`src/rtl/mem_ctrl_pkg.sv`:
```
// rtl/mem_ctrl_pkg.sv - shared RAM op codes, size codes and sequencer types
// Purpose: constants and types shared by the RAM port arbiter and its request checker.
// Ports:   none (package).
package mem_ctrl_pkg;

   localparam int MEM_BYTES_DEF = 512;

   // RAM ReadWrite level that means "read"
   localparam logic RW_READ = 1'b1;

   localparam logic [1:0] SIZE_BYTE = 2'b00;
   localparam logic [1:0] SIZE_HALF = 2'b01;
   localparam logic [1:0] SIZE_WORD = 2'b10;

   localparam logic [5:0] OP_RD_WORD = 6'b001000;
   localparam logic [5:0] OP_RD_HALF = 6'b000010;
   localparam logic [5:0] OP_RD_BYTE = 6'b000001;
   localparam logic [5:0] OP_WR_WORD = 6'b000100;
   localparam logic [5:0] OP_WR_HALF = 6'b000110;
   localparam logic [5:0] OP_WR_BYTE = 6'b000101;

   typedef enum logic [1:0] {
      ST_IDLE  = 2'd0,
      ST_ISSUE = 2'd1,
      ST_WAIT  = 2'd2,
      ST_RESP  = 2'd3
   } state_t;

   typedef enum logic {
      GRANT_FETCH = 1'b0,
      GRANT_DATA  = 1'b1
   } grant_t;

endpackage

```
`src/rtl/mem_req_check.sv`:
```
// rtl/mem_req_check.sv - legality check and RAM op encoding for one request
// Purpose: decides whether a (we, size, addr) request may touch the RAM and
//          produces the matching RAM OP code.
// Ports:   we    in   1 = store
//          size  in   00 byte, 01 half, 10 word, 11 illegal
//          addr  in   byte address
//          op    out  RAM OP code for this request
//          ok    out  1 = legal, aligned and inside the RAM
module mem_req_check
   import mem_ctrl_pkg::*;
#(
   parameter int MEM_BYTES = MEM_BYTES_DEF
) (
   input  logic        we,
   input  logic [1:0]  size,
   input  logic [31:0] addr,
   output logic [5:0]  op,
   output logic        ok
);

   logic [2:0]  nbytes;
   logic        legal;
   logic        aligned;
   logic [32:0] last_byte;

   always_comb begin
      nbytes  = 3'd1;
      legal   = 1'b1;
      aligned = 1'b1;
      op      = we ? OP_WR_BYTE : OP_RD_BYTE;
      case (size)
         SIZE_BYTE: nbytes = 3'd1;
         SIZE_HALF: begin
            nbytes  = 3'd2;
            aligned = ~addr[0];
            op      = we ? OP_WR_HALF : OP_RD_HALF;
         end
         SIZE_WORD: begin
            nbytes  = 3'd4;
            aligned = (addr[1:0] == 2'b00);
            op      = we ? OP_WR_WORD : OP_RD_WORD;
         end
         default: legal = 1'b0;
      endcase
      // one extra bit so an access near 0xFFFFFFFF cannot wrap back into range
      last_byte = {1'b0, addr} + {30'd0, nbytes} - 33'd1;
      ok        = legal && aligned && (last_byte <= 33'(MEM_BYTES - 1));
   end

endmodule

```
`src/rtl/mem_port_arbiter.sv`:
```
// rtl/mem_port_arbiter.sv - fetch/data arbiter and sequencer for the byte-addressed RAM
// Purpose: grants one of two requesters (round-robin on ties), rejects illegal
//          requests, drives the RAM strobes through ISSUE/WAIT with a MOC timeout
//          and returns a one-cycle done/err/rdata to the granted port.
// Ports:   clk, reset_n   clock, asynchronous active-low reset
//          if_*           instruction-fetch port (word reads only)
//          d_*            data port (byte/half/word loads and stores)
//          mem_*          RAM Enable/ReadWrite/Address/DataIn/OP, DataOut and MOC
module mem_port_arbiter
   import mem_ctrl_pkg::*;
#(
   parameter int MEM_BYTES = MEM_BYTES_DEF,
   parameter int TIMEOUT   = 15
) (
   input  logic        clk,
   input  logic        reset_n,
   input  logic        if_req,
   input  logic [31:0] if_addr,
   output logic [31:0] if_rdata,
   output logic        if_done,
   output logic        if_err,
   input  logic        d_req,
   input  logic        d_we,
   input  logic [1:0]  d_size,
   input  logic [31:0] d_addr,
   input  logic [31:0] d_wdata,
   output logic [31:0] d_rdata,
   output logic        d_done,
   output logic        d_err,
   output logic        mem_enable,
   output logic        mem_rw,
   output logic [31:0] mem_addr,
   output logic [31:0] mem_wdata,
   output logic [5:0]  mem_op,
   input  logic [31:0] mem_rdata,
   input  logic        mem_moc
);

   state_t      state_q, state_d;
   grant_t      last_grant_q, last_grant_d;
   logic [3:0]  cnt_q, cnt_d;
   logic        mem_enable_q, mem_enable_d;
   logic        mem_rw_q, mem_rw_d;
   logic [31:0] mem_addr_q, mem_addr_d;
   logic [31:0] mem_wdata_q, mem_wdata_d;
   logic [5:0]  mem_op_q, mem_op_d;
   logic        if_done_q, if_done_d, if_err_q, if_err_d;
   logic [31:0] if_rdata_q, if_rdata_d;
   logic        d_done_q, d_done_d, d_err_q, d_err_d;
   logic [31:0] d_rdata_q, d_rdata_d;

   logic        grant_fetch;
   logic        sel_we;
   logic [1:0]  sel_size;
   logic [31:0] sel_addr;
   logic [31:0] sel_wdata;
   logic [5:0]  chk_op;
   logic        chk_ok;

   logic        resp_fire;
   logic        resp_fetch;
   logic        resp_err;
   logic [31:0] resp_rdata;

   // Fetch wins when alone, or on a tie when data had the previous grant.
   assign grant_fetch = if_req && (!d_req || last_grant_q == GRANT_DATA);
   assign sel_we      = grant_fetch ? 1'b0 : d_we;
   assign sel_size    = grant_fetch ? SIZE_WORD : d_size;
   assign sel_addr    = grant_fetch ? if_addr : d_addr;
   assign sel_wdata   = grant_fetch ? 32'd0 : d_wdata;

   // Checks the request being captured this cycle so IDLE can branch
   // straight to ISSUE or RESP at the grant edge.
   mem_req_check #(.MEM_BYTES(MEM_BYTES)) u_check (
      .we   (sel_we),
      .size (sel_size),
      .addr (sel_addr),
      .op   (chk_op),
      .ok   (chk_ok)
   );

   always_comb begin
      state_d      = state_q;
      last_grant_d = last_grant_q;
      cnt_d        = cnt_q;
      mem_enable_d = mem_enable_q;
      mem_rw_d     = mem_rw_q;
      mem_addr_d   = mem_addr_q;
      mem_wdata_d  = mem_wdata_q;
      mem_op_d     = mem_op_q;
      if_done_d    = if_done_q;
      if_err_d     = if_err_q;
      if_rdata_d   = if_rdata_q;
      d_done_d     = d_done_q;
      d_err_d      = d_err_q;
      d_rdata_d    = d_rdata_q;
      resp_fire    = 1'b0;
      resp_fetch   = (last_grant_q == GRANT_FETCH);
      resp_err     = 1'b0;
      resp_rdata   = 32'd0;

      case (state_q)
         ST_IDLE: begin
            if (if_req || d_req) begin
               last_grant_d = grant_fetch ? GRANT_FETCH : GRANT_DATA;
               cnt_d        = 4'd0;
               if (chk_ok) begin
                  state_d      = ST_ISSUE;
                  mem_enable_d = 1'b1;
                  mem_rw_d     = sel_we ? ~RW_READ : RW_READ;
                  mem_addr_d   = sel_addr;
                  mem_wdata_d  = sel_wdata;
                  mem_op_d     = chk_op;
               end else begin
                  state_d    = ST_RESP;
                  resp_fire  = 1'b1;
                  resp_fetch = grant_fetch;
                  resp_err   = 1'b1;
               end
            end
         end
         // MOC still carries the previous access's level here, so it is not looked at.
         ST_ISSUE: state_d = ST_WAIT;
         ST_WAIT: begin
            if (mem_moc) begin
               state_d      = ST_RESP;
               mem_enable_d = 1'b0;
               resp_fire    = 1'b1;
               resp_rdata   = (mem_rw_q == RW_READ) ? mem_rdata : 32'd0;
            end else begin
               cnt_d = cnt_q + 4'd1;
               if (cnt_d == 4'(TIMEOUT)) begin
                  state_d      = ST_RESP;
                  mem_enable_d = 1'b0;
                  resp_fire    = 1'b1;
                  resp_err     = 1'b1;
               end
            end
         end
         ST_RESP: begin
            state_d    = ST_IDLE;
            if_done_d  = 1'b0;
            if_err_d   = 1'b0;
            if_rdata_d = 32'd0;
            d_done_d   = 1'b0;
            d_err_d    = 1'b0;
            d_rdata_d  = 32'd0;
         end
         default: state_d = ST_IDLE;
      endcase

      if (resp_fire) begin
         if (resp_fetch) begin
            if_done_d  = 1'b1;
            if_err_d   = resp_err;
            if_rdata_d = resp_rdata;
         end else begin
            d_done_d  = 1'b1;
            d_err_d   = resp_err;
            d_rdata_d = resp_rdata;
         end
      end
   end

   always_ff @(posedge clk or negedge reset_n) begin
      if (!reset_n) begin
         state_q      <= ST_IDLE;
         last_grant_q <= GRANT_DATA;
         cnt_q        <= 4'd0;
         mem_enable_q <= 1'b0;
         mem_rw_q     <= 1'b0;
         mem_addr_q   <= 32'd0;
         mem_wdata_q  <= 32'd0;
         mem_op_q     <= 6'd0;
         if_done_q    <= 1'b0;
         if_err_q     <= 1'b0;
         if_rdata_q   <= 32'd0;
         d_done_q     <= 1'b0;
         d_err_q      <= 1'b0;
         d_rdata_q    <= 32'd0;
      end else begin
         state_q      <= state_d;
         last_grant_q <= last_grant_d;
         cnt_q        <= cnt_d;
         mem_enable_q <= mem_enable_d;
         mem_rw_q     <= mem_rw_d;
         mem_addr_q   <= mem_addr_d;
         mem_wdata_q  <= mem_wdata_d;
         mem_op_q     <= mem_op_d;
         if_done_q    <= if_done_d;
         if_err_q     <= if_err_d;
         if_rdata_q   <= if_rdata_d;
         d_done_q     <= d_done_d;
         d_err_q      <= d_err_d;
         d_rdata_q    <= d_rdata_d;
      end
   end

   assign mem_enable = mem_enable_q;
   assign mem_rw     = mem_rw_q;
   assign mem_addr   = mem_addr_q;
   assign mem_wdata  = mem_wdata_q;
   assign mem_op     = mem_op_q;
   assign if_done    = if_done_q;
   assign if_err     = if_err_q;
   assign if_rdata   = if_rdata_q;
   assign d_done     = d_done_q;
   assign d_err      = d_err_q;
   assign d_rdata    = d_rdata_q;

endmodule

```
`config.mk`:
```
export PLATFORM = sky130hd
export DESIGN_NAME = mem_port_arbiter
export DESIGN_NICKNAME = d
export VERILOG_FILES = /design/src/rtl/mem_ctrl_pkg.sv /design/src/rtl/mem_req_check.sv /design/src/rtl/mem_port_arbiter.sv
export SDC_FILE = /design/constraint.sdc
export NUM_CORES = 1
export LEC_CHECK = 0
export BUFFER_PORTS_ARGS = -buffer_cell sky130_fd_sc_hd__buf_2
export CAP_MARGIN = 25
export CORE_MARGIN = 3
export CORE_UTILIZATION = 45
export CTS_CLUSTER_SIZE = 28
export DETAILED_ROUTE_END_ITERATION = 6
export PLACE_DENSITY = 0.76
export REMOVE_ABC_BUFFERS = 1
export SLEW_MARGIN = 20
export SYNTH_ARGS = -nofsm -noshare
export SYNTH_HDL_FRONTEND = slang
export SYNTH_HIERARCHICAL = 1
export SYNTH_SLANG_ARGS = --single-unit
```
`constraint.sdc`:
```
create_clock -name clk -period 13.9 [get_ports clk]
set_input_delay 2.78 -clock clk [delete_from_list [all_inputs] [get_ports clk]]
set_output_delay 2.78 -clock clk [all_outputs]
set_load 0.005 [all_outputs]
```
==> flow_metrics.py, run 1 <==
metrics = {
    "final_layout": {
        "multiInputGateArea_um2": 6900,
        "layout_commonest_cell": "sky130_fd_sc_hd__buf_2",
        "final_cell_area_excluding_filler_cells_um2": 13300,
        "final_nets": 1603,
        "layout-drive-gt1-share_pct": 31.1,
        "leading_cell_types_in_the_layout_fill_and_taps_excluded": "sky130_fd_sc_hd__buf_2, sky130_fd_sc_hd__dfrtp_1, sky130_fd_sc_hd__nand3_1",
        "areaGrowthSynthToFinish_pct": 16.5,
        "antenna_cells_inserted": 0,
        "nFillCells": 2226,
        "seq_area_um2": 3680,
    },
    "synth": {
        "ys_async_sr_fraction_pct": 100,
        "number_of_flip_flops_and_latches_in_the_synthesized_netlist": 147,
        "synthCells": 1236,
        "synth.yosys.warnings": 6,
        "synth_sequential_area_ratio_pct": 32.2,
        "avg_cell_area_syn_um2": 9.25,
        "synthDistinctLibCells": 76,
        "synthFlopType": "sky130_fd_sc_hd__dfrtp_1",
        "library_cell_occupying_the_most_area_in_the_post_synthesis_netlist": "sky130_fd_sc_hd__dfrtp_1",
        "synth-edff-count": 0,
        "yosys.area.top_type_share_pct": 32.0,
        "synth.area.top_cells": "sky130_fd_sc_hd__dfrtp_1, sky130_fd_sc_hd__nand3_1, sky130_fd_sc_hd__nand4b_1, sky130_fd_sc_hd__ha_1, sky130_fd_sc_hd__a211oi_1",
        "syn-cell-area_um2": 11400,
    },
    "floorplanning": {
        "row_count": 57,
        "dieHeight_um": 165,
        "die-area_um2": 27400,
        "dieWidth_um": 165,
        "floorplan.initialDensity_pct": 46.3,
        "core_um2": 24700,
        "boundaryPins": 276,
    },
    "clocking": {
        "cts_root_buf": "sky130_fd_sc_hd__clkbuf_16",
        "post_cts.repair.setup_buffers": 0,
        "max-clock-path-buffers": 2,
        "clk-insertion-delay-late_ps": 440,
        "cts_resized": 0,
        "clkSinkCount": 147,
        "cts.clk_slew.worst_paths_ps": 70,
        "cts_tree": "yes",
        "post_cts_hold_buffer_count": 0,
        "clock_buffer_count_from_cts": 17,
        "htree_num_levels": 4,
    },
    "grt": {
        "grt_pass1_wl_um": 54100,
        "grt_antenna_before_repair": 1,
        "first_global_vias": 10700,
        "grt_start_max_net_pins": 97,
        "total_routing_resource_utilization_after_global_routing_pct": 24.4,
        "overflow": 0,
    },
    "sta": {
        "finalSetupTns_ps": 0,
        "worst_clock_skew_ps": 16.8,
        "report.final.hold_viol_count": 0,
        "layout_min_cycle_time_ps": 9330,
        "clock.fmax_mhz": 107,
        "slew_headroom_pct": 28.9,
        "grt_setup_unrepaired": "false",
        "finalSetupViolCount": 0,
        "tightestPinTransition_ps": 1070,
        "report.final.slew_viol_count": 0,
        "final.period_utilization_pct": 67.1,
        "finalHoldWorstSlack_ps": 491,
    },
    "drt": {
        "routed_wirelength_um": 34500,
        "vias_per_cell": 6.29,
        "drtIter0Drc": 1450,
        "drc": 2,
        "detail_route.wl_per_cell_um": 19.6,
        "detail-route-antenna-nets": 0,
        "detailedRoute.firstPassIterationCount": 7,
        "routed-via-count": 11100,
    },
    "setup_path": {
        "critical_path_peak_fanout": 73,
        "ff2ff_path_depth": 24,
        "rr_endpoint": "d_err",
        "critPathRequiredTime_ps": 14200,
        "setup.worst_path.end_class": "register",
        "worstSetupPathType": "input port to register",
        "timing.critical_path.from_type": "input port",
        "signal_arrival_time_at_the_worst_endpoint_ps": 9640,
        "rr_startpoint": "last_grant_q",
        "worst_case_register_to_register_setup_slack_ps": 6170,
    },
    "min_path": {
        "min_from": "mem_op[0]",
        "holdPathEnd": "mem_op[0]",
        "min-delay-path-class": "register to register",
        "min_delay_path_depth": 1,
    },
    "power": {
        "ir_worst_vdd_uv": 123,
        "power.density_cell_area_nw_per_um2": 168,
        "static-leakage-power_nw": 6.42,
    },
    "run": {
        "drv_cap": 0,
    },
    "placement": {
        "finalWeightedCongestion": 0.934,
        "place.port_buffers": 275,
        "placement.cell_area_um2": 12700,
        "dpl.hpwl_um": 21800,
    },
    "run_status": {
        "status": "finished with violations",
        "failing_checks": "design-rule violations",
    },
}
-- critical path: stages --
cell and delay [ps]:
sky130_fd_sc_hd__buf_2 140, sky130_fd_sc_hd__inv_2 80, sky130_fd_sc_hd__o21ai_4 340, sky130_fd_sc_hd__and2_1 270, sky130_fd_sc_hd__inv_1 60, sky130_fd_sc_hd__ha_1 340, sky130_fd_sc_hd__inv_1 60, sky130_fd_sc_hd__ha_1 170
sky130_fd_sc_hd__inv_1 50, sky130_fd_sc_hd__ha_1 150, sky130_fd_sc_hd__inv_1 50, sky130_fd_sc_hd__fa_1 340, sky130_fd_sc_hd__nand2b_1 150, sky130_fd_sc_hd__a21oi_1 190, sky130_fd_sc_hd__o31ai_1 140, sky130_fd_sc_hd__o21ai_0 240
sky130_fd_sc_hd__a21oi_1 160, sky130_fd_sc_hd__a211oi_1 240, sky130_fd_sc_hd__nand4_1 130, sky130_fd_sc_hd__a2111oi_2 370, sky130_fd_sc_hd__nand4_1 190, sky130_fd_sc_hd__nor4_2 710, sky130_fd_sc_hd__and2b_4 430, sky130_fd_sc_hd__nand2_4 580
sky130_fd_sc_hd__buf_4 770, sky130_fd_sc_hd__and3_1 330, sky130_fd_sc_hd__a211oi_2 90
-- layer usage --
layer,GRT usage [%],share of wire (%)
met1,31.8,42
met2,40.3,47
met3,5.04,9.6
met4,8.20,1.9
met5,0,0.038
-- flip-flops by register name, indices dropped and copies added (netlist names) --
signal        cells
last_grant_q      1
d_done            1
mem_addr         32
mem_op            6
mem_wdata        32
d_err             1
if_rdata         32
d_rdata          32
mem_enable        1
if_err            1
if_done           1
cnt_q             4
state_q           2
mem_rw            1
-- worst max-delay path by stage --
| stage | from | endpoint | cells after the start |
|---|---|---|---|
| floorplan | d_req | d_rdata[0] | 25 |
| global placement | d_req | d_err | 27 |
| detailed placement | d_req | d_err | 27 |
| CTS | d_req | d_err | 27 |
| global route | d_req | if_err | 27 |
| finish | d_req | d_err | 27 |
-- kinds of logic (layout without fill, tap and decap cells) --
kind of cell               count (synthesis)  in the layout  synth area share [%]
and+or+nand+nor                          471            471                  24.6
AOI/OAI and AO/OA                        301            301                  21.9
buffers and inverters                    186            385                  8.16
DFF                                      147            147                  32.2
muxes                                     76             76                  7.43
adders and majority gates                 44             44                  4.88
xor gates and xnor gates                  10             10                 0.766
other                                      1              2                0.0328
-- cell usage after synthesis, types with 6 or more instances --
library cell / n
sky130_fd_sc_hd__buf_2: 55
sky130_fd_sc_hd__a221oi_1: 36
sky130_fd_sc_hd__a221oi_2: 29
sky130_fd_sc_hd__a211oi_1: 67
sky130_fd_sc_hd__a22o_1: 33
sky130_fd_sc_hd__xnor2_1: 9
sky130_fd_sc_hd__nand4b_1: 65
sky130_fd_sc_hd__and4_4: 28
sky130_fd_sc_hd__a21oi_1: 43
sky130_fd_sc_hd__a21o_1: 10
sky130_fd_sc_hd__nand2_1: 36
sky130_fd_sc_hd__nand3_1: 136
sky130_fd_sc_hd__nand4_1: 11
sky130_fd_sc_hd__ha_1: 43
sky130_fd_sc_hd__inv_1: 61
sky130_fd_sc_hd__nand2b_1: 70
sky130_fd_sc_hd__o21ai_0: 23
sky130_fd_sc_hd__nor2_1: 85
sky130_fd_sc_hd__o31ai_1: 6
sky130_fd_sc_hd__buf_4: 22
sky130_fd_sc_hd__mux2_1: 35
sky130_fd_sc_hd__buf_6: 11
sky130_fd_sc_hd__clkbuf_1: 34
sky130_fd_sc_hd__nor3_1: 10
sky130_fd_sc_hd__dfrtp_1: 146
sky130_fd_sc_hd__mux2_2: 36
-- power breakdown --
group	switching, W	internal, W	total (W)	leakage (nW)
Clock	0.000215	0.000263	0.000477	0.289
Combinational	0.000712	0.000442	0.00115	4.17
Sequential	0.0000847	0.000515	0.000600	1.97
-- through the flow --
| stage | worst slack (ps) | total power [W] | cells | utilization, % |
|---|---|---|---|---|
| final | 4570 | 0.00223 | 1760 | 54.0 |
| after global routing | 3990 | 0.00237 | 1760 | 54.0 |
| after CTS | 4170 | 0.00221 | 1759 | 53.9 |
| after detailed placement | 3740 | 0.00173 | 1727 | 51.5 |
| after global placement | 3990 | 0.00170 | 1727 | 51.5 |
| after floorplan | 3990 | 0.00136 | 1114 | - |
-- area by class of cell --
class / count / share of cell area [%]
multi-input cells: 904 / 51.8
flip-flops and latches: 147 / 27.6
repair buffers: 290 / 11.4
clock buffers: 19 / 3.40
well taps: 324 / 3.04
inverters: 63 / 1.77
clock inverters: 13 / 1.04
Note: power is estimated with default switching activity, not from simulation.
==> inputs of run 2 (changes only) <==
Clock period 13.9 ns to 8.6 ns, I/O delays scaled along.
==> run 2 against run 1 <==
  * The run still ends with design-rule violations left
  * Final area grew 0.26%
  * Largest cell class unchanged
  * Register-to-register slack lost 4500 ps
  * Critical endpoint is now d_done
  * Clock skew decreased by 7.7 ps
  * Worst setup slack worse by 3700 ps
  * First-iteration DRC count down 2.2%
  * Sequential cell count unchanged
  * Sequential power is 54% higher
  * Combinational power grew 67%
==> flow_metrics.py, run 2 (same netlist as run 1, synthesis figures left out) <==
metrics = {
    "drt": {
        "drtIter0Drc": 1418,
        "routed_wirelength_um": 34500,
        "detail_route.wl_per_cell_um": 19.6,
        "detailedRoute.firstPassIterationCount": 7,
        "detail-route-antenna-nets": 0,
        "drc": 3,
        "vias_per_cell": 6.30,
        "routed-via-count": 11100,
    },
    "final_layout": {
        "seq_area_um2": 3680,
        "layout_commonest_cell": "sky130_fd_sc_hd__buf_2",
        "nFillCells": 2253,
        "layoutNonFillerInstCount": 1765,
        "leading_cell_types_in_the_layout_fill_and_taps_excluded": "sky130_fd_sc_hd__buf_2, sky130_fd_sc_hd__dfrtp_1, sky130_fd_sc_hd__nand3_1",
        "final_nets": 1608,
        "antenna_cells_inserted": 0,
        "multiInputGateArea_um2": 6890,
        "final_cell_area_excluding_filler_cells_um2": 13400,
        "areaGrowthSynthToFinish_pct": 16.8,
        "layout-drive-gt1-share_pct": 31.1,
    },
    "sta": {
        "worst_clock_skew_ps": 9.15,
        "tightestPinTransition_ps": 998,
        "finalSetupViolCount": 0,
        "slew_headroom_pct": 33.4,
        "final.period_utilization_pct": 90.5,
        "report.final.hold_viol_count": 0,
        "layout_min_cycle_time_ps": 7780,
        "grt_setup_unrepaired": "false",
        "report.final.slew_viol_count": 0,
        "finalHoldWorstSlack_ps": 486,
        "clock.fmax_mhz": 129,
    },
    "clocking": {
        "post_cts.repair.setup_buffers": 0,
        "post_cts_hold_buffer_count": 0,
        "cts_tree": "yes",
        "clkSinkCount": 147,
        "clock_buffer_count_from_cts": 17,
        "cts.clk_slew.worst_paths_ps": 60,
        "max-clock-path-buffers": 2,
        "htree_num_levels": 4,
        "cts_resized": 0,
        "cts_root_buf": "sky130_fd_sc_hd__clkbuf_16",
        "clk-insertion-delay-late_ps": 430,
    },
    "setup_path": {
        "timing.critical_path.from_type": "input port",
        "crit_slowest_cell": "sky130_fd_sc_hd__nor4_2",
        "critical_path_peak_fanout": 68,
        "critPathRequiredTime_ps": 8900,
        "ff2ff_path_depth": 26,
        "setup.worst_path.end_class": "register",
        "rr_endpoint": "d_done",
        "cp_slowest_stage_delay_ps": 700,
        "signal_arrival_time_at_the_worst_endpoint_ps": 8080,
        "worst_case_register_to_register_setup_slack_ps": 1640,
        "worstSetupPathType": "input port to register",
        "rr_startpoint": "last_grant_q",
    },
    "floorplanning": {
        "row_count": 57,
        "dieHeight_um": 165,
        "boundaryPins": 276,
        "floorplan.initialDensity_pct": 46.3,
        "dieWidth_um": 165,
        "core_um2": 24700,
        "die-area_um2": 27400,
    },
    "grt": {
        "first_global_vias": 10700,
        "total_routing_resource_utilization_after_global_routing_pct": 24.4,
        "grt_pass1_wl_um": 54000,
        "overflow": 0,
        "grt_start_max_net_pins": 97,
        "grt_antenna_before_repair": 0,
    },
    "min_path": {
        "holdPathEnd": "mem_addr[21]",
        "min_delay_path_depth": 1,
        "min_from": "mem_addr[21]",
        "min-delay-path-class": "register to register",
    },
    "placement": {
        "finalWeightedCongestion": 0.927,
        "place.port_buffers": 275,
        "placement.cell_area_um2": 12800,
        "dp.cells": 1733,
        "dpl.hpwl_um": 22300,
    },
    "run": {
        "drv_cap": 0,
    },
    "run_status": {
        "status": "finished with violations",
        "failing_checks": "design-rule violations",
    },
    "power": {
        "power.density_cell_area_nw_per_um2": 270,
        "ir_worst_vdd_uv": 326,
        "static-leakage-power_nw": 6.44,
    },
}
run 2: cell types whose count changed in the layout (fill, tap and decap cells not counted), moves of 2 or more:
cell                       change
sky130_fd_sc_hd__buf_12        +2
sky130_fd_sc_hd__buf_4         +4
sky130_fd_sc_hd__clkbuf_1      +2
sky130_fd_sc_hd__clkbuf_8      -2
sky130_fd_sc_hd__inv_6         -3
run 2: worst max-delay path: cells and delay by family:
kind	cells	cell delay (ps)
mux	1	390
fa+ha+maj	3	730
buf+inv	8	1660
simple gates	5	1460
compound gates	10	2090
run 2: power by group:
part / internal [W] / switching [W] / leakage [nW]
clock network: 0.000433 / 0.000334 / 0.280
registers: 0.000831 / 0.0000938 / 1.97
logic: 0.000733 / 0.00119 / 4.19
total: 0.00200 / 0.00162 / 6.44
run 2: worst max-delay path by stage:
stage | endpoint | cells past startpoint | from | slack [ps]
floorplan | d_rdata[0] | 25 | d_req | -250
finish | d_done | 27 | d_req | 820
detailed placement | d_done | 27 | d_req | 470
CTS | d_done | 27 | d_req | 860
global placement | d_done | 27 | d_req | 740
global route | d_done | 27 | d_req | 330
run 2: final cells by class:
class,count,share of cell area [%]
Sequential cell,147,27.5
Tap cell,324,3.03
Multi-Input combinational cell,904,51.6
Timing Repair Buffer,295,11.7
Clock inverter,13,1.14
Inverter,63,1.77
Clock buffer,19,3.24
run 2: routing by layer:
metal | vias to the layer above | part of all wire, % | track usage [%]
met5 | - | 0 | 0
met4 | 0 | 2.5 | 8.73
met3 | 79 | 8.7 | 5.09
met2 | 597 | 47 | 41.0
met1 | 5385 | 42 | 31.0
li1 | 5061 | - | -
run 2: through the flow:
step | setup TNS [ps] | setup WS [ps] | power (W) | utilization (%)
after global placement | 0 | 739 | 0.00276 | 51.8
after detailed placement | 0 | 473 | 0.00282 | 51.8
final | 0 | 820 | 0.00361 | 54.1
after global routing | 0 | 330 | 0.00384 | 54.1
after floorplan | -4160 | -255 | 0.00221 | -
after CTS | 0 | 858 | 0.00359 | 54.1
==> inputs of run 3 (changes only) <==
Settings changed: ABC_AREA set to 1, PLACE_DENSITY 0.76 to 0.78, SYNTH_HIERARCHICAL 1 to unset.
==> run 3 against run 2 <==
  * Cell count is 11% higher
  * Area after synthesis is 18% lower
  * Register-to-register slack better by 1200 ps
  * Worst setup slack better by 1100 ps
  * Wire length is 23% lower
  * Non-clock buffer count is 16 lower
  * Critical endpoint is now if_rdata[7]
  * The run still ends with design-rule violations left
  * Maximum frequency is 17% higher
  * First-iteration DRC count is 58% lower
  * Combinational power is 49% lower
  * Largest power group unchanged
  * Clock skew is 2.6 ps higher
==> flow_metrics.py, run 3 <==
metrics = {
    "synth": {
        "ys_async_sr_fraction_pct": 100,
        "number_of_flip_flops_and_latches_in_the_synthesized_netlist": 145,
        "synth_sequential_area_ratio_pct": 38.8,
        "adder_cell_share_of_the_synthesized_area_pct": 5.43,
        "library_cell_occupying_the_most_area_in_the_post_synthesis_netlist": "sky130_fd_sc_hd__dfrtp_1",
        "synth_compound_gate_area_share_pct": 6.24,
        "syn-cell-area_um2": 9360,
        "synth_simple_gate_area_share_pct": 35.2,
        "synthCells": 1432,
        "synth-edff-count": 0,
        "combinational_family_with_the_most_area_after_synthesis": "simple AND/OR/NAND/NOR gates",
        "synth.area.top_cells": "sky130_fd_sc_hd__dfrtp_1, sky130_fd_sc_hd__nand2_1, sky130_fd_sc_hd__inv_1, sky130_fd_sc_hd__nor2_1, sky130_fd_sc_hd__ha_1",
        "avg_cell_area_syn_um2": 6.54,
        "commonest_cells_in_the_synthesized_netlist": "sky130_fd_sc_hd__nand2_1, sky130_fd_sc_hd__inv_1, sky130_fd_sc_hd__nor2_1",
        "synth_xor_area_share_pct": 0.655,
        "synth.yosys.warnings": 0,
        "yosysMostFrequentCell": "sky130_fd_sc_hd__nand2_1",
        "portion_of_netlist_area_occupied_by_mux_cells_pct": 0.214,
        "synthFlopType": "sky130_fd_sc_hd__dfrtp_1",
        "yosys.area.top_type_share_pct": 38.5,
        "synthDistinctLibCells": 37,
    },
    "final_layout": {
        "layout-drive-gt1-share_pct": 21.0,
        "final_nets": 1860,
        "antenna_cells_inserted": 0,
        "final_cell_area_excluding_filler_cells_um2": 11400,
        "nFillCells": 2017,
        "layout_commonest_cell": "sky130_fd_sc_hd__nand2_1",
        "leading_cell_types_in_the_layout_fill_and_taps_excluded": "sky130_fd_sc_hd__nand2_1, sky130_fd_sc_hd__buf_2, sky130_fd_sc_hd__inv_1",
        "areaGrowthSynthToFinish_pct": 21.9,
        "finalCoreUtilization_pct": 56.1,
    },
    "floorplanning": {
        "dieWidth_um": 150,
        "core_um2": 20400,
        "boundaryPins": 276,
        "dieHeight_um": 150,
        "floorplan.initialDensity_pct": 46.0,
        "die-area_um2": 22600,
        "row_count": 52,
    },
    "power": {
        "ir_worst_vdd_uv": 127,
        "power.density_cell_area_nw_per_um2": 214,
        "sequentialPowerShare_pct": 29.8,
        "clock_power_share_pct": 30.0,
        "power_switching_w": 0.00104,
        "static-leakage-power_nw": 7.17,
        "comb_power_share_pct": 40.2,
        "power.switching_fraction_pct": 42.5,
        "p_int_w": 0.00140,
    },
    "clocking": {
        "clkSinkCount": 145,
        "cts.clk_slew.worst_paths_ps": 70,
        "cts_resized": 0,
        "max-clock-path-buffers": 2,
        "clock_buffer_count_from_cts": 17,
        "post_cts.repair.setup_buffers": 0,
        "cts_root_buf": "sky130_fd_sc_hd__clkbuf_16",
        "post_cts_hold_buffer_count": 0,
        "clk-insertion-delay-late_ps": 420,
        "htree_num_levels": 4,
        "cts_tree": "yes",
    },
    "sta": {
        "final.period_utilization_pct": 77.6,
        "worst_clock_skew_ps": 11.8,
        "tightestPinTransition_ps": 799,
        "finalSetupTns_ps": 0,
        "clock.fmax_mhz": 150,
        "layout_min_cycle_time_ps": 6670,
        "report.final.slew_viol_count": 0,
        "report.final.hold_viol_count": 0,
        "slew_headroom_pct": 46.7,
        "finalSetupViolCount": 0,
        "grt_setup_unrepaired": "false",
    },
    "drt": {
        "routed-via-count": 9235,
        "drtIter0Drc": 590,
        "drc": 7,
        "detailedRoute.firstPassIterationCount": 7,
        "detail-route-antenna-nets": 0,
        "vias_per_cell": 4.70,
        "detail_route.wl_per_cell_um": 13.5,
        "routed_wirelength_um": 26500,
    },
    "setup_path": {
        "setup.worst_path.end_class": "register",
        "critical_path_peak_fanout": 40,
        "critPathRequiredTime_ps": 8960,
        "timing.critical_path.from_type": "input port",
        "worstSetupPathType": "input port to register",
        "signal_arrival_time_at_the_worst_endpoint_ps": 7030,
    },
    "run_status": {
        "status": "finished with violations",
        "failing_checks": "design-rule violations",
    },
    "grt": {
        "first_global_vias": 8779,
        "total_routing_resource_utilization_after_global_routing_pct": 23.4,
        "grt_antenna_before_repair": 0,
        "grt_pass1_wl_um": 42500,
        "overflow": 0,
        "grt_start_max_net_pins": 79,
    },
    "placement": {
        "dpl.hpwl_um": 19800,
        "finalWeightedCongestion": 1.01,
        "place.port_buffers": 273,
        "placement.cell_area_um2": 10800,
    },
    "run": {
        "drv_cap": 0,
    },
    "min_path": {
        "min-delay-path-class": "register to register",
    },
}
==> run 3: changes by cell type after synthesis, moves of 33 or more <==
cell / previous run / this run
sky130_fd_sc_hd__nand3_1: 136 / 47
sky130_fd_sc_hd__a211oi_1: 67 / 1
sky130_fd_sc_hd__nor2_1: 85 / 157
sky130_fd_sc_hd__mux2_1: 35 / 0
sky130_fd_sc_hd__nand2b_1: 70 / 0
sky130_fd_sc_hd__mux2_2: 36 / 0
sky130_fd_sc_hd__a221oi_1: 36 / 0
sky130_fd_sc_hd__buf_2: 55 / 11
sky130_fd_sc_hd__a22o_1: 33 / 0
sky130_fd_sc_hd__o21ai_0: 23 / 61
sky130_fd_sc_hd__nand2_1: 36 / 556
sky130_fd_sc_hd__inv_1: 61 / 256
sky130_fd_sc_hd__nand4b_1: 65 / 0
==> run 3: cells by family (layout without fill, tap and decap cells) <==
family                     count (synthesis)  in the layout
and+or+nand+nor                          818            818
buffers and inverters                    307            570
DFF                                      145            145
AOI/OAI and AO/OA                        112            112
adders and majority gates                 40             40
xor gates and xnor gates                   7              7
muxes                                      2              2
other                                      1              2
==> run 3: per-stage QoR <==
stage / instances / setup WS [ps] / hold WS [ps] / power [W]
final: 1966 / 1930 / 476 / 0.00244
after global routing: 1966 / 1240 / 493 / 0.00262
after CTS: 1966 / 1850 / 478 / 0.00245
after detailed placement: 1935 / 1420 / 460 / 0.00171
after global placement: 1935 / 1520 / 457 / 0.00170
after floorplan: 1386 / 248 / 472 / 0.00141
==> run 3: worst paths after layout <==
kind                          startpoint             to  slack, ps  cells after the start
min reg2reg                mem_wdata[25]  mem_wdata[25]        480                      2
max in group asynchronous        reset_n    d_rdata[18]       6150                      2
max                                d_req    if_rdata[7]       1930                     28
min                        mem_wdata[25]  mem_wdata[25]        480                      2
min in group asynchronous        reset_n  mem_wdata[10]       1290                      1
max reg2reg                 last_grant_q    if_rdata[7]       2880                     28
==> run 3: final cells by class <==
cell class                 count  area, um^2  share of cell area (%)
tap                          270         338                    2.96
clock buffer                  17         425                    3.73
multi-input combinational    981        4480                    39.3
inverter                     260         976                    8.55
timing repair buffer         279        1420                    12.5
sequential                   145        3630                    31.8
clock inverter                14         144                    1.26
==> run 3: worst max-delay path: stages <==
cell	delay [ps]
sky130_fd_sc_hd__buf_2	90
sky130_fd_sc_hd__nand2_1	70
sky130_fd_sc_hd__nand2_2	570
sky130_fd_sc_hd__inv_1	600
sky130_fd_sc_hd__a21oi_2	360
sky130_fd_sc_hd__nand2_1	150
sky130_fd_sc_hd__ha_1	230
sky130_fd_sc_hd__inv_1	50
sky130_fd_sc_hd__ha_1	210
sky130_fd_sc_hd__inv_1	70
sky130_fd_sc_hd__fa_1	380
sky130_fd_sc_hd__nor2_1	150
sky130_fd_sc_hd__o21ai_1	100
sky130_fd_sc_hd__nand2_1	120
sky130_fd_sc_hd__nand2_1	80
sky130_fd_sc_hd__nand2_1	90
sky130_fd_sc_hd__nand2_1	70
sky130_fd_sc_hd__nand2_1	140
sky130_fd_sc_hd__nor2_1	60
sky130_fd_sc_hd__nor2_1	90
sky130_fd_sc_hd__nand3_1	80
sky130_fd_sc_hd__nor2_1	200
sky130_fd_sc_hd__nand3_2	150
sky130_fd_sc_hd__nand3_2	130
sky130_fd_sc_hd__nand2_4	270
sky130_fd_sc_hd__inv_2	550
sky130_fd_sc_hd__nand2_1	120
sky130_fd_sc_hd__nand2_1	110
==> run 3: per-layer routing <==
metal	vias to the layer above	GRT usage [%]	routed length, um
met3	39	3.67	1650
met4	0	7.00	480
met5	-	0	0
met1	4109	29.2	11100
li1	4760	-	-
met2	327	41.9	13200
==> run 3: power by group through the flow <==
stage                     logic (W)  registers, W  clock network (W)
after global placement     0.000964      0.000737                  0
after floorplan            0.000679      0.000735                  0
after detailed placement   0.000972      0.000738                  0
after CTS                  0.000978      0.000726           0.000745
final                      0.000981      0.000725           0.000731
after global routing        0.00111      0.000728           0.000779
